<file path="config.mk">
export PLATFORM = sky130hd
export DESIGN_NAME = tone_voice_scheduler
export DESIGN_NICKNAME = d
export VERILOG_FILES = /design/src/rtl/tone_voice_scheduler.sv
export SDC_FILE = /design/constraint.sdc
export NUM_CORES = 1
export LEC_CHECK = 0
export BUFFER_PORTS_ARGS = -buffer_cell sky130_fd_sc_hd__buf_2
export CELL_PAD_IN_SITES_DETAIL_PLACEMENT = 1
export CELL_PAD_IN_SITES_GLOBAL_PLACEMENT = 2
export CORE_MARGIN = 2
export CORE_UTILIZATION = 34
export CTS_CLUSTER_DIAMETER = 30
export DETAILED_ROUTE_END_ITERATION = 10
export GPL_ROUTABILITY_DRIVEN = 0
export PLACE_DENSITY = 0.77
export SYNTH_ARGS = -nofsm -noshare
export SYNTH_HDL_FRONTEND = slang
export SYNTH_SLANG_ARGS = --single-unit
export TNS_END_PERCENT = 1
</file>
<file path="constraint.sdc">
create_clock -name clk_in -period 3.15 [get_ports clk_in]
set_clock_uncertainty 0.05 [all_clocks]
set_input_delay 0.63 -clock clk_in [delete_from_list [all_inputs] [get_ports clk_in]]
set_output_delay 0.63 -clock clk_in [all_outputs]
set_load 0.1 [all_outputs]
</file>
<file path="src/rtl/tone_voice_scheduler.sv">
// Shares one combinational sine/frequency ROM among VOICES tone voices, one ROM
// access per voice per sample tick, and sums the voice levels into one sample.
module tone_voice_scheduler #(
  parameter int VOICES = 4,
  parameter int BITS   = 6,
  localparam int SW    = BITS + $clog2(VOICES)
) (
  input  logic                  clk_in,
  input  logic                  rst_n,
  input  logic                  sample_tick,
  input  logic [VOICES-1:0]     voice_en,
  input  logic [5*VOICES-1:0]   voice_freq_id,
  output logic [10:0]           rom_index,
  output logic [4:0]            rom_freq_id,
  input  logic [BITS-1:0]       rom_level,
  input  logic [15:0]           rom_freq,
  output logic [SW-1:0]         sample,
  output logic                  sample_valid,
  output logic                  busy,
  output logic                  overrun
);

  localparam int VW = $clog2(VOICES);
  localparam logic [4:0] SILENT_ID = 5'd31;

  typedef enum logic {IDLE, SCAN} state_t;

  state_t               state;
  logic [VW-1:0]        v;
  logic [15:0]          phase [VOICES];
  logic [VOICES-1:0]    en_sh;
  logic [5*VOICES-1:0]  id_sh;
  logic [SW-1:0]        acc;

  logic [VW-1:0]        vn;
  logic                 nxt_en;
  logic [4:0]           nxt_id;
  logic [15:0]          nxt_phase;
  logic [10:0]          nxt_index;
  logic [4:0]           nxt_fid;
  logic [SW-1:0]        lvl_add;

  // Address of the voice that will be scanned next cycle. From IDLE that is
  // voice 0, taken straight from the inputs being snapshotted on the same edge.
  always_comb begin
    vn        = v + 1'b1;
    nxt_en    = 1'b0;
    nxt_id    = SILENT_ID;
    nxt_phase = '0;
    if (state == IDLE) begin
      nxt_en    = voice_en[0];
      nxt_id    = voice_freq_id[4:0];
      nxt_phase = phase[0];
    end else begin
      nxt_en    = en_sh[vn];
      nxt_id    = id_sh[5*vn +: 5];
      nxt_phase = phase[vn];
    end
    nxt_index = nxt_en ? {1'b0, nxt_phase[15:6]} : '0;
    nxt_fid   = nxt_en ? nxt_id : SILENT_ID;
    lvl_add   = en_sh[v] ? {{(SW-BITS){1'b0}}, rom_level} : '0;
  end

  always_ff @(posedge clk_in or negedge rst_n) begin
    if (!rst_n) begin
      state        <= IDLE;
      v            <= '0;
      en_sh        <= '0;
      id_sh        <= '1;
      acc          <= '0;
      for (int unsigned i = 0; i < VOICES; i++) phase[i] <= '0;
      rom_index    <= '0;
      rom_freq_id  <= SILENT_ID;
      sample       <= '0;
      sample_valid <= 1'b0;
      busy         <= 1'b0;
      overrun      <= 1'b0;
    end else begin
      sample_valid <= 1'b0;
      overrun      <= 1'b0;
      case (state)
        IDLE: begin
          if (sample_tick) begin
            en_sh       <= voice_en;
            id_sh       <= voice_freq_id;
            acc         <= '0;
            v           <= '0;
            rom_index   <= nxt_index;
            rom_freq_id <= nxt_fid;
            busy        <= 1'b1;
            state       <= SCAN;
          end
        end
        SCAN: begin
          if (sample_tick) overrun <= 1'b1;
          // Disabled voices are held at phase 0 so they restart cleanly.
          phase[v] <= en_sh[v] ? phase[v] + rom_freq : '0;
          if (v == VW'(VOICES - 1)) begin
            sample       <= acc + lvl_add;
            sample_valid <= 1'b1;
            busy         <= 1'b0;
            v            <= '0;
            rom_index    <= '0;
            rom_freq_id  <= SILENT_ID;
            state        <= IDLE;
          end else begin
            acc         <= acc + lvl_add;
            v           <= vn;
            rom_index   <= nxt_index;
            rom_freq_id <= nxt_fid;
          end
        end
        default: state <= IDLE;
      endcase
    end
  end

endmodule

</file>
======== Word-level counts from Yosys, hierarchy flattened ========
Cells that the tools add are included.
storage, ports and cells
  logic and storage cells ................. 78
  input bits .............................. 49
  register bits ........................... 126
cells by class
  eq/ne operators ......................... 4
  order comparisons ....................... 5
  shift operators ......................... 1
  bitwise logic cells ..................... 3
  multipliers ............................. 1
  reduce and logical (&&, ||, !) cells .... 5
  mux-type cells .......................... 41
  add/subtract/negate cells ............... 3
operators by type and width
  kind                 number
  $mux 16              7
  $bmux 16 s2          2
  $bwmux 64            1
  $demux 16 s2         1
  $pmux 11 s2          1
  $mux 10              2
  $mux 5               4
  $shiftx 20x6->5      1
  $add 16x16->16       1
  $mux 8               2
  $pmux 8 s2           1
  $mux 11              1
  $mux 1               10
  $pmux 5 s2           1
  $add 8x6->8          1
  $reduce_and 2->1     4
  $ge 3x3->1 const B   2
  $lt 2x3->1 const B   2
  $mux 6               1
  $not 2->3            2
  $mul 3x2->5 const A  1
  $bmux 1 s2           2
  $mux 2               2
  $ne 2x2->1 const B   2
  other kinds (8)      9

======== Logic depth before layout (Yosys ltp) ========
  depth after elaboration ................. 9
  gate-level depth with buffers ........... 11
  gate-level depth less buffers ........... 9

======== Worst setup path after synthesis ========
No wires, ideal clock.
  path kind ............................... reg2reg
  from .................................... register v[0]
  to ...................................... register phase[26] (netlist bit)
  data arrival time ....................... 3.149 ns
  cell stages (with the launch flop) ...... 11
  library setup time ...................... 0.126 ns
  setup slack ............................. -0.175 ns
  clock period less this slack ............ 3.325 ns
  path buffers ............................ 2
  cells stage by stage .................... dfrtp_1 -> buf_4 -> buf_2 -> mux4_2 -> ha_1 -> fa_1 -> a21o_2 -> a311oi_2 -> o211ai_2 -> and2_4 -> a221o_1
between the ends
  cells in the longest elaborated chain, start to end .. 7
RTL lines
  element                                      line  source
  from (decl)                                  29    logic [VW-1:0] v;
  from (signal assigned)                       108   v <= vn;
  $not 2->3                                    97    phase[v] <= en_sh[v] ? phase[v] + rom_freq : '0;
  $bmux 16 s2                                  97
  $mux 16 (implied by the code) (2 in series)  97
  $add 16x16->16                               97
  $mux 16                                      97
  $bwmux 64 (*)                                97
  to (signal, indexed assignment)              97
  to (decl)                                    30    logic [15:0] phase [VOICES];
Mark *: on every way between the ends. The rest lies on a longest branch, timed or not. The select of a mux whose other input is x is not followed.
A chain may end at the register's enable or synchronous reset.

======== Worst setup path in the final report ========
  from .................................... register v[1]
  to ...................................... register phase[61] (netlist bit)
The elaborated chain is that of the path after synthesis.

==> results_dict.tcl <==
set metrics [dict create \
    drtIter0Drc 390 \
    ys_seq_area_share_pct 44.24 \
    r2r_cells 8 \
    ys_types 61 \
    hold_path_end "id_sh[11]" \
    diodes 0 \
    syn_inst 726 \
    die-area_um2 22180 \
    drive_above_1_share_pct 27.33 \
    async_reset_ff_share_pct 100.0 \
    cp-end-kind "flip-flop" \
    placementRows 53 \
    worstSetupStartpointType "flip-flop" \
    hold_viol 0 \
    place_ws_ps 10.12 \
    cts_buffers 17 \
    critPathKind "flip-flop to flip-flop" \
    cts_tree "done" \
    drt_pass1_iterations 4 \
    layout.nets 890 \
    maxCapViolCount 0 \
    ys_warn_count 0 \
    final_cell_count_no_fill 1102 \
    ctsRootBufferMaster "clkbuf_16" \
    yosysTopAreaCellShare_pct 35.04 \
    regToRegStartpoint "v[1]" \
    min_from "voice_freq_id[11]" \
    grt_pass1_wl_um 36310 \
    drc 0 \
    area_growth_syn_to_layout_pct 20.64 \
    tightest_slew_ps 800.8 \
    htreeDepth 4 \
    holdCritPathClass "input pin to flip-flop" \
    antenna_left 0 \
    max_freq_ghz 0.3263 \
    cts_setup_buffers 0 \
    critical_path_arrival_ps 3380 \
    ir_drop_v 0.0006823 \
    pwr_density_cell_nw_per_um2 1295 \
    finalCritPeriodShare_pct 97.29 \
    slew_violations 0 \
    cpMaxStageDelayCell "mux4_2" \
    worstPathRequired_ps 3470 \
    fin_crit_ps 3065 \
    avgSynthCellArea_um2 9.837 \
    hold_path_depth 3 \
    cts_sinks 125 \
    overflow 0 \
    slew_headroom_pct 46.38 \
    grt_usage_pct 21.39 \
    initial_core_util_pct 34.30 \
    cts.path.max_buffers 2 \
    p_total_mw 11.16 \
    power.static_leakage_nw 3.951 \
    synth-seq-cells 125 \
    syn_nets 802 \
    slowest_delay_ps 550 \
    vias 6190 \
    final_cell_mix "151 x nand2_1, 99 x dfrtp_1, 73 x buf_2" \
    path_cells "buf_12 > mux4_2 > ha_1 > nand2_1 > nor2_1 > o211ai_1 > a211o_1 > nand3_1" \
    rsz0062_at_grt "true" \
    synth_edf_count 0 \
    final-setup-viol-count 0 \
    crit_fanout 15 \
    grt_pass1_vias 6662 \
    path_clk_slew_ps 60 \
    synthFlopType "dfrtp_1" \
    vias_per_cell 5.617 \
    setup_ws_ps 85.37 \
    reg2reg_slack_ps 90 \
    dp_hpwl_um 16180 \
    portBuffers 74 \
    layout_commonest_cell "nand2_1" \
    yosys.area.top_type "dfrtp_1" \
    r2r-end "phase[61]" \
    status "finished clean" \
    antenna_found_initial 0 \
    grt_max_degree 81 \
    dp.cells 1069 \
    io_pins 76 \
    die_x_um 148.9 \
    worstSkewPairLatency_ps 440 \
    wl_per_cell_um 20.64 \
    core_um2 20820 \
    die_h_um 148.9 \
    syn_area_um2 7142 \
    ys_top_cells_by_area "dfrtp_1 35%, dfstp_2 9.2%, nand2_1 7.9%, mux4_2 6.9%, ha_1 4.4%" \
    holdWs_ps 327.0 \
    wirelength_um 22750 \
]
==> sequential cells by signal, indices dropped and copies added (netlist names) <==
| name | cells |
|---|---|
| phase | 64 |
| id_sh | 20 |
| rom_index | 10 |
| acc | 8 |
| sample | 8 |
| rom_freq_id | 5 |
| en_sh | 4 |
| v | 2 |
| busy | 1 |
| overrun | 1 |
| sample_valid | 1 |
| state | 1 |
==> through the flow <==
step	instance area (µm²)	setup TNS, ps	utilization [%]
after floorplan	7149	0	-
after global placement	7974	0	38.29
after detailed placement	7974	0	38.29
after CTS	8567	0	41.14
after global routing	8616	-179.1	41.38
final	8616	0	41.38
==> power by group <==
part           total, mW  leakage (nW)  switching (mW)  internal [mW]
Sequential          2.80          1.57           0.457           2.34
Clock               2.00         0.289           0.826           1.18
Combinational       6.36          2.09            4.11           2.25
Total               11.2          3.95            5.39           5.77
==> worst max path at each step <==
stage | slack, ps | end | startpoint | cells after the start
2_1_floorplan | 5 | phase[26] | v[0] | 10
3_3_place_gp | 70 | phase[61] | v[0] | 8
3_5_place_dp | 10 | acc[6] | v[1] | 9
4_1_cts | 3 | phase[62] | v[0] | 9
5_1_grt | -40 | phase[13] | v[0] | 8
6_report | 90 | phase[61] | v[1] | 8
==> per-layer routing <==
metal  up-vias  global-route usage [%]  wire length (µm)
met4         0                   7.143               527
met2       179                   36.18             11240
met5         -                       0                 0
met1      3135                   27.33              9805
li1       2836                       -                 -
met3        40                   4.495              1174
==> critical path, delay by kind of cell, from the launching register on <==
family | cells | cell delay (ps)
AOI/OAI and AO/OA | 2 | 810
adders and majority gates | 1 | 420
buffers and inverters | 1 | 210
DFF | 1 | 430
muxes | 1 | 550
and+or+nand+nor | 3 | 530
==> area by class of cell <==
cell class	instances	area, µm²
repair buffers	110	674.4
well taps	275	344.1
clock buffers	17	425.4
multi-input cells	552	3820
clock inverters	15	161.4
fillers	2393	12210
flip-flops and latches	125	3161
inverters	8	30.03
==> repair_timing <==
action | CTS | global route
pin swaps | 0 | 1
resized for setup | 1 | 12
hold buffers | 1 | 0
endpoints found under the hold margin | 9 | 0
setup endpoints to repair | 1 | 34
==> cell usage after synthesis, types with 5 or more instances <==
cell      number
nand2_1      151
nor3_1        16
mux2_2        15
ha_1          25
o22ai_1       16
nor2_1        45
buf_2          6
a22o_1        24
clkbuf_1      27
mux2i_1       11
a21oi_1       41
and2_1        11
o31ai_1       23
nand3_1       22
inv_1          7
o21a_1         9
a211o_1        5
o211ai_1      19
xnor2_1        5
dfrtp_1      100
dfstp_2       25
mux4_2        22
o21ai_0       25
nand4_1        8
buf_1          5
==> kinds of logic (layout without fill, tap and decap cells) <==
kind of cell / count (synthesis) / in the layout / share of synthesized area [%]
XOR/XNOR: 10 / 10 / 1.331
other: 1 / 1 / 0.05251
adder cells (fa/ha/maj): 27 / 27 / 4.940
flip-flops: 125 / 125 / 44.24
AO/OA/AOI/OAI: 194 / 194 / 19.01
buffers and inverters: 49 / 150 / 2.891
multiplexers: 49 / 49 / 11.21
AND/OR/NAND/NOR: 271 / 271 / 16.33
No activity file was read; power rests on OpenSTA's default activity.
